--- src/rtl/windtx_pkg.sv ---
// -----------------------------------------------------------------------------
// windtx_pkg
// Shared types and constants for the ultrasonic excitation sequencer.
//   windtx_state_t : sweep FSM states
//   WINDTX_LANES   : number of transducers (one drive lane each)
//   WINDTX_CNT_W   : width of the phase and half-period counters
//   lane_onehot()  : slot index -> one-hot lane mask
// -----------------------------------------------------------------------------
package windtx_pkg;

  localparam int WINDTX_LANES   = 4;
  localparam int WINDTX_CNT_W   = 24;
  localparam int WINDTX_PULSE_W = 8;
  localparam int WINDTX_SLOT_W  = $clog2(WINDTX_LANES);

  typedef logic [WINDTX_CNT_W-1:0]   cnt_t;
  typedef logic [WINDTX_PULSE_W-1:0] pulse_cnt_t;
  typedef logic [WINDTX_SLOT_W-1:0]  slot_t;
  typedef logic [WINDTX_LANES-1:0]   lane_t;

  typedef enum logic [2:0] {
    ST_IDLE   = 3'd0,
    ST_BURST  = 3'd1,
    ST_BLANK  = 3'd2,
    ST_LISTEN = 3'd3,
    ST_GUARD  = 3'd4
  } windtx_state_t;

  function automatic lane_t lane_onehot(input slot_t idx);
    lane_t mask;
    mask      = '0;
    mask[idx] = 1'b1;
    return mask;
  endfunction

endpackage

--- src/rtl/windtx_burst.sv ---
// -----------------------------------------------------------------------------
// windtx_burst
// Carrier generator for one excitation burst: N_PULSES periods, each
// HALF_PERIOD cycles high followed by HALF_PERIOD cycles low.
//   clock   : clock
//   reset   : synchronous, active-high
//   go      : load pulse; the cycle after it is the first (high) burst cycle
//   carrier : registered carrier level for the current cycle
//   last    : high during the final (low) cycle of the burst
// -----------------------------------------------------------------------------
module windtx_burst
  import windtx_pkg::*;
#(
  parameter int unsigned HALF_PERIOD = 625,
  parameter int unsigned N_PULSES    = 8
) (
  input  logic clock,
  input  logic reset,
  input  logic go,
  output logic carrier,
  output logic last
);

  localparam cnt_t       HALF_LOAD  = cnt_t'(HALF_PERIOD - 1);
  localparam pulse_cnt_t PULSE_LOAD = pulse_cnt_t'(N_PULSES - 1);

  logic       active_q,  active_d;
  logic       carrier_q, carrier_d;
  cnt_t       half_q,    half_d;
  pulse_cnt_t pulse_q,   pulse_d;
  logic       half_end;

  assign half_end = (half_q == '0);

  always_comb begin
    // NOTE: every variable gets a default before any branch; a path that
    // leaves one unassigned would infer a latch.
    active_d  = active_q;
    carrier_d = carrier_q;
    half_d    = half_q;
    pulse_d   = pulse_q;

    if (go) begin
      active_d  = 1'b1;
      carrier_d = 1'b1;
      half_d    = HALF_LOAD;
      pulse_d   = PULSE_LOAD;
    end else if (active_q) begin
      if (!half_end) begin
        half_d = half_q - cnt_t'(1);
      end else begin
        half_d = HALF_LOAD;
        if (carrier_q) begin
          carrier_d = 1'b0;
        end else if (pulse_q == '0) begin
          // End of the last low half: park low and stop.
          active_d = 1'b0;
        end else begin
          carrier_d = 1'b1;
          pulse_d   = pulse_q - pulse_cnt_t'(1);
        end
      end
    end
  end

  always_ff @(posedge clock) begin
    // NOTE: state is updated with non-blocking assignments so every flop
    // samples the pre-edge value, independent of statement order.
    if (reset) begin
      active_q  <= 1'b0;
      carrier_q <= 1'b0;
      half_q    <= '0;
      pulse_q   <= '0;
    end else begin
      active_q  <= active_d;
      carrier_q <= carrier_d;
      half_q    <= half_d;
      pulse_q   <= pulse_d;
    end
  end

  assign carrier = carrier_q;
  assign last    = active_q && !carrier_q && half_end && (pulse_q == '0);

endmodule

--- src/rtl/windtx.sv ---
// -----------------------------------------------------------------------------
// windtx
// Transmit-side sequencer of the wind-direction front end. One sweep services
// the four transducers in order: carrier burst, ring-down blanking, capture
// window (endata), echo-decay guard.
//   clock  : clock
//   reset  : synchronous, active-high
//   start  : request a sweep (sampled only in IDLE)
//   abort  : terminate the sweep; IDLE on the next cycle
//   tx_p   : positive drive per lane (carrier on the active lane)
//   tx_n   : negative drive per lane (inverted carrier on the active lane)
//   endata : receive capture window
//   slot   : transducer currently serviced (held in IDLE)
//   busy   : sweep in progress
//   done   : one-cycle pulse on normal sweep completion
// -----------------------------------------------------------------------------
module windtx
  import windtx_pkg::*;
#(
  parameter int unsigned HALF_PERIOD = 625,
  parameter int unsigned N_PULSES    = 8,
  parameter int unsigned BLANK_LEN   = 2000,
  parameter int unsigned LISTEN_LEN  = 25000,
  parameter int unsigned GUARD_LEN   = 50000
) (
  input  logic                    clock,
  input  logic                    reset,
  input  logic                    start,
  input  logic                    abort,
  output logic [WINDTX_LANES-1:0] tx_p,
  output logic [WINDTX_LANES-1:0] tx_n,
  output logic                    endata,
  output logic [1:0]              slot,
  output logic                    busy,
  output logic                    done
);

  localparam cnt_t  BLANK_LOAD  = cnt_t'(BLANK_LEN - 1);
  localparam cnt_t  LISTEN_LOAD = cnt_t'(LISTEN_LEN - 1);
  localparam cnt_t  GUARD_LOAD  = cnt_t'(GUARD_LEN - 1);
  localparam slot_t LAST_SLOT   = slot_t'(WINDTX_LANES - 1);

  windtx_state_t state_q, state_d;
  cnt_t          cnt_q,   cnt_d;
  slot_t         slot_q,  slot_d;
  lane_t         lane_q,  lane_d;
  logic          endata_q, endata_d;
  logic          busy_q,   busy_d;
  logic          done_q,   done_d;

  logic burst_go;
  logic burst_carrier;
  logic burst_last;
  logic cnt_zero;

  assign cnt_zero = (cnt_q == '0);

  windtx_burst #(
    .HALF_PERIOD (HALF_PERIOD),
    .N_PULSES    (N_PULSES)
  ) u_burst (
    .clock   (clock),
    .reset   (reset),
    .go      (burst_go),
    .carrier (burst_carrier),
    .last    (burst_last)
  );

  // State register: FSM state, counters and all output registers.
  always_ff @(posedge clock) begin
    if (reset) begin
      state_q  <= ST_IDLE;
      cnt_q    <= '0;
      slot_q   <= '0;
      lane_q   <= '0;
      endata_q <= 1'b0;
      busy_q   <= 1'b0;
      done_q   <= 1'b0;
    end else begin
      state_q  <= state_d;
      cnt_q    <= cnt_d;
      slot_q   <= slot_d;
      lane_q   <= lane_d;
      endata_q <= endata_d;
      busy_q   <= busy_d;
      done_q   <= done_d;
    end
  end

  // Next-state logic. One down-counter is reloaded on each phase entry and
  // the phase ends on the cycle it reads zero.
  always_comb begin
    state_d = state_q;
    cnt_d   = cnt_q;
    slot_d  = slot_q;

    if (state_q != ST_IDLE && abort) begin
      state_d = ST_IDLE;
    end else begin
      unique case (state_q)
        ST_IDLE: begin
          if (start && !abort) begin
            state_d = ST_BURST;
            slot_d  = '0;
          end
        end
        ST_BURST: begin
          if (burst_last) begin
            state_d = ST_BLANK;
            cnt_d   = BLANK_LOAD;
          end
        end
        ST_BLANK: begin
          if (cnt_zero) begin
            state_d = ST_LISTEN;
            cnt_d   = LISTEN_LOAD;
          end else begin
            cnt_d = cnt_q - cnt_t'(1);
          end
        end
        ST_LISTEN: begin
          if (cnt_zero) begin
            state_d = ST_GUARD;
            cnt_d   = GUARD_LOAD;
          end else begin
            cnt_d = cnt_q - cnt_t'(1);
          end
        end
        ST_GUARD: begin
          if (!cnt_zero) begin
            cnt_d = cnt_q - cnt_t'(1);
          end else if (slot_q == LAST_SLOT) begin
            state_d = ST_IDLE;
          end else begin
            state_d = ST_BURST;
            slot_d  = slot_q + slot_t'(1);
          end
        end
        default: state_d = ST_IDLE;
      endcase
    end
  end

  // Output logic, computed from the next state so the registered outputs
  // line up with the state they describe.
  always_comb begin
    burst_go = (state_d == ST_BURST) && (state_q != ST_BURST);
    busy_d   = (state_d != ST_IDLE);
    endata_d = (state_d == ST_LISTEN);
    lane_d   = (state_d == ST_BURST) ? lane_onehot(slot_d) : '0;
    // Normal completion only: an abort in the final GUARD cycle suppresses it.
    done_d   = (state_q == ST_GUARD) && (state_d == ST_IDLE) && !abort;
  end

  // The lane mask and the carrier are both flops; the drive is their AND.
  assign tx_p   = lane_q & {WINDTX_LANES{burst_carrier}};
  assign tx_n   = lane_q & {WINDTX_LANES{~burst_carrier}};
  assign endata = endata_q;
  assign slot   = slot_q;
  assign busy   = busy_q;
  assign done   = done_q;

endmodule

--- config.mk ---
export PLATFORM = sky130hd
export DESIGN_NAME = windtx
export DESIGN_NICKNAME = d
export VERILOG_FILES = /design/src/rtl/windtx_pkg.sv /design/src/rtl/windtx_burst.sv /design/src/rtl/windtx.sv
export SDC_FILE = /design/constraint.sdc
export NUM_CORES = 1
export LEC_CHECK = 0
export CAP_MARGIN = 10
export CORE_MARGIN = 3
export CORE_UTILIZATION = 60
export DETAILED_ROUTE_END_ITERATION = 12
export HOLD_SLACK_MARGIN = 0.12
export MAX_ROUTING_LAYER = met4
export PLACE_DENSITY = 0.79
export REMOVE_ABC_BUFFERS = 1
export SLEW_MARGIN = 15
export SYNTH_ARGS = -nofsm -noshare
export SYNTH_HDL_FRONTEND = slang
export SYNTH_SLANG_ARGS = --single-unit
--- constraint.sdc ---
create_clock -name clock -period 3.11 [get_ports clock]
set_clock_uncertainty 0.05 [all_clocks]
set_input_delay 0.4665 -clock clock [delete_from_list [all_inputs] [get_ports clock]]
set_output_delay 0.4665 -clock clock [all_outputs]
set_load 0.005 [all_outputs]
Yosys cells after proc, flatten, opt, wreduce, memory -nomap -nowiden
Cells that the tools add are included.

$add $sub $neg: 4. Order comparisons: 2. Equality and inequality tests: 12. Muxes and demuxes: 37. Bitwise logic cells: 6. Reduce and logical (&&, ||, !) cells: 27.

Operator list (number): $mux W24 (5); $pmux W24 S4 (1); $logic_not A24 Y1 (2); $sub A24 B1 Y24 const B (2); $mux W3 (11); $mux W10 (2); $pmux W3 S5 (1); $reduce_and A4 Y1 (3); $mux W1 (11); $eq A3 B2 Y1 const B (3); $logic_and A1 B1 Y1 (9); $and A4 B4 Y4 (2); $logic_not A8 Y1 (1); $mux W2 (4); $ne A2 B2 Y1 const B (4); $sub A8 B1 Y8 const B (1); $eq A3 B1 Y1 const B (2); $logic_not A3 Y1 (2); $reduce_bool A3 Y1 (2); $not A1 Y1 (4); $pmux W2 S2 (1); $reduce_bool A2 Y1 (2); $reduce_bool A4 Y1 (1); $reduce_or A2 Y1 (2); other kinds (9) (10).

Flip-flop bits (word level): 70. Output and inout port bits: 13.

Longest topological paths before layout
Word-level depth: 11. Mapped depth: 10. Gate-level depth less buffers: 8.

Modules after synthesis
From an unflattened synthesis, not the netlist that was laid out.

Cells, all modules: 461. Area total of the unflattened synthesis: 3826.2 µm².

Modules (own cells, without submodules): windtx (times used 1, cells each 266, area each 2144.6 µm²); windtx_burst (times used 1, cells each 195, area each 1681.6 µm²).

Worst setup path before layout
Ideal clock, no wire load.

Path kind: reg2reg. Start point: register cnt_q[0]. End point: register cnt_q[23]. Arrival: 2.474 ns. Required time: 2.990 ns. Setup slack: 0.516 ns. Cell stages (with the launch flop): 6. Buffers on the path: 0. Clock period less this slack: 2.594 ns. Cell sequence: dfxtp_1 -> or4_4 -> or3_4 -> or4_4 -> or4b_2 -> a21oi_1.

Word-level cells in the longest chain between the ends: 3.

RTL lines: start, declared (RTL line windtx.sv:44) `cnt_t cnt_q, cnt_d;`; start signal, assigned (RTL line windtx.sv:81) `cnt_q <= cnt_d;`; $sub A24 B1 Y24 or $logic_not A24 Y1 (tied branches); $mux W24 (tied with other cells) (RTL line windtx.sv:130) `if (!cnt_zero) begin`; $pmux W24 S4 or $reduce_and A4 Y1 (tied branches).

Several ways; a longest one is shown, not always the timed one. The select of a mux whose other input is x is not followed. A chain may end at the register's enable or synchronous reset.

Worst setup path in the final report
Start point: register cnt_q[0]. End point: register u_burst.half_q[10].

Word-level cells in the longest chain between the ends: 7.

RTL lines: $logic_not A24 Y1 (*) (RTL line windtx.sv:56) `assign cnt_zero = (cnt_q == '0);`; $mux W3, on equally long branches (RTL line windtx.sv:130, windtx.sv:114, windtx.sv:122); $pmux W3 S5 (*) (RTL line windtx.sv:100) `unique case (state_q)`; $mux W3 (*) (RTL line windtx.sv:97) `if (state_q != ST_IDLE && abort) begin`; $eq A3 B1 Y1 (*) (RTL line windtx.sv:147) `burst_go = (state_d == ST_BURST) && (state_q != ST_BURST);`; $logic_and A1 B1 Y1 (*) (RTL line windtx.sv:147); $reduce_or A2 Y1 (no source line) (*); end signal, assigned (RTL line windtx_burst.sv:77) `half_q <= half_d;`; end, declared (RTL line windtx_burst.sv:29) `cnt_t half_q, half_d;`.

Mark *: on every way between the ends. The rest lies on a longest branch, timed or not.

==> results.toml <==
[timing]
finalCritPeriodShare = 0.908
rsz0062_at_grt = "false"
finalCriticalPeriod_ns = 2.82
setup_viol = 0
max_slew_margin = 0.559
hold_violations = 0
fmax_mhz = 354
drv_slew = 0
holdWs_ns = 0.434
worst_pin_slew_ns = 0.656
tns_ns = 0

[route]
finalWirelength_um = 8940
wl_per_cell_um = 16.1
first_pass_iters = 5
drc = 0
ant_nets = 0
detail_route.vias_per_cell = 6.30
drtIter0Drc = 312
via_count = 3494

[power]
p_comb_frac = 0.190
p_switching_uw = 664
ir_drop_mv = 0.361
p_per_area_nw_per_um2 = 561
seq_power_share = 0.417
p_sw_frac = 0.280
leakage_uw = 0.00159
power_frac_clock = 0.393
internal_power_uw = 1700

[synthesis]
synth_edf_count = 0
ys_seq_area_frac = 0.382
netlist_area_um2 = 3660
yosys-mux-area-fraction = 0.0109
yosys.area.top_type = "dfxtp_1"
ys_top_cells_by_area = "dfxtp_1, nor2_1, a21oi_1, xnor2_1, nor3_1"
ys.flop_type = "dfxtp_1"
synth-async-reset-ratio = 0
synth-compound-area-share = 0.163
synth_fa_ha_area_frac = 0.0205
yosysWarnings = 0
synth_top_family_by_area = "simple AND/OR/NAND/NOR gates"
yosys.area_share.simple = 0.317
avgSynthCellArea_um2 = 8.00
synth-seq-cells = 70
post_synth_xor_area_fraction = 0.0693
synthTopCellsByCount = "dfxtp_1, nor2_1, a21oi_1"
ys_types = 57
yosysMostFrequentCell = "dfxtp_1"
syn_inst = 458
synth_top_cell_area_share = 0.382

[run]
cap_violations = 0

[critical_path]
cp-end-kind = "flip-flop"
crit_fanout = 18
cp.arrival_ns = 3.02
critPathKind = "reg2reg"
start_kind = "flip-flop"
cp.required_ns = 3.30

[floorplanning]
die_area_um2 = 7080
core_um2 = 5710
die_h_um = 84.2
fp-row-count = 27
die_w_um = 84.2
initial_core_util = 0.642
io_pins = 17

[layout]
drive_gt1_frac = 0.0973
utilization = 0.740
design_area_um2 = 4220
n_fill_cell = 466
diodes = 0
nets = 488
areaGrowthSynthToFinish_pct = 15.3

[grt]
grtUsageTotal = 0.271
grt_pass1_vias = 3228
grt_max_degree = 33
gr-total-overflow = 0
grt_first_pass_wirelength_um = 15300
antenna_found_initial = 0

[place]
numPortBuffers = 16
dp_hpwl_um = 6310
postPlaceCellArea_um2 = 3950
gp_congestion = 0.929

[clock_network]
clk_pin_slew_ns = 0.07
cts.path.max_buffers = 2
postCtsSetupBuffers = 0
clock_tree.root_cell = "clkbuf_8"
htreeDepth = 3
cts_buffers = 9
cts_tree = "done"
clock_latency_ns = 0.35
cts.sinks = 70

[status]
outcome = "completed"

[hold_path]
hp-class = "reg2reg"
==> registers in the layout (all words and copies together) (netlist names), 2 cells and up <==
| name | flops |
|---|---|
| cnt_q | 24 |
| u_burst.half_q | 24 |
| u_burst.pulse_q | 8 |
| lane_q | 4 |
| state_q | 3 |
| slot | 2 |
==> placed cells by master, fill, tap and decap left out, drive strengths merged, types with 6 or more instances in the layout <==
master	count
a31oi	7
ha	6
dfxtp	70
buf	16
a21oi	40
and2	7
xnor2	17
inv	14
clkdlybuf4s50	16
nor2	58
nand3	16
or3	17
nand4	6
or4	8
clkbuf	11
o31ai	6
o21ai	21
nor2b	7
xor2	12
nor3	27
nor4	12
nand2	28
==> per-layer routing <==
layer	vias to the layer above	global-route usage	wire [um]
met1	1647	0.368	4190
met4	0	0.0599	83
met2	136	0.404	4040
met5	-	-	0
met3	12	0.0726	624
li1	1699	-	-
==> logic make-up (layout without fill, tap and decap cells) <==
family          Yosys count  count (layout)
compound gates           98              98
xor+xnor                 29              29
fa+ha+maj                 6               6
buf+inv                  36              61
flops                    70              70
mux                       4               4
simple gates            215             215
==> critical path, stage by stage, from the launching register on <==
cell and delay, ns:
dfxtp_1 0.36, inv_1 0.10, ha_1 0.14, nor4b_2 0.24, and2_1 0.22, or4b_2 0.75
o21a_1 0.39, nand3_1 0.16, buf_4 0.23, nor2_1 0.08
==> power by group through the flow <==
stage | clock (uW) | sequential, uW | combinational, uW
floorplan | 0 | 998 | 302
global placement | 0 | 1000 | 426
detailed placement | 0 | 1010 | 436
CTS | 937 | 986 | 445
global route | 988 | 994 | 499
finish | 930 | 987 | 451
==> metrics by stage <==
| step | setup slack, ns | power [uW] | cells |
|---|---|---|---|
| 6_report | 0.287 | 2370 | 555 |
| 5_1_grt | 0.106 | 2480 | 555 |
| 4_1_cts | 0.144 | 2370 | 555 |
| 3_5_place_dp | 0.156 | 1440 | 539 |
| 3_3_place_gp | 0.219 | 1430 | 539 |
| 2_1_floorplan | 0.244 | 1300 | 435 |
==> timing repair <==
action / in CTS / in global routing
resized for setup: 0 / 3
hold buffers: 0 / 0
setup endpoints to repair: 0 / 23
==> worst paths after layout <==
check	startpoint	end	slack, ns	depth (start not counted)
min	cnt_q[21]	cnt_q[21]	0.43	2
min reg2reg	cnt_q[21]	cnt_q[21]	0.43	2
max	cnt_q[0]	u_burst.half_q[10]	0.29	9
max reg2reg	cnt_q[0]	u_burst.half_q[10]	0.29	9
==> area by class of cell <==
cell class	instances	area, um2	share of cell area
timing repair buffer	32	280	0.0664
clock buffer	11	151	0.0358
tap	72	90.1	0.0213
inverter	13	48.8	0.0116
sequential	70	1400	0.332
multi-input combinational	352	2150	0.509
clock inverter	5	104	0.0246
Power figures use the tool's default switching activity.
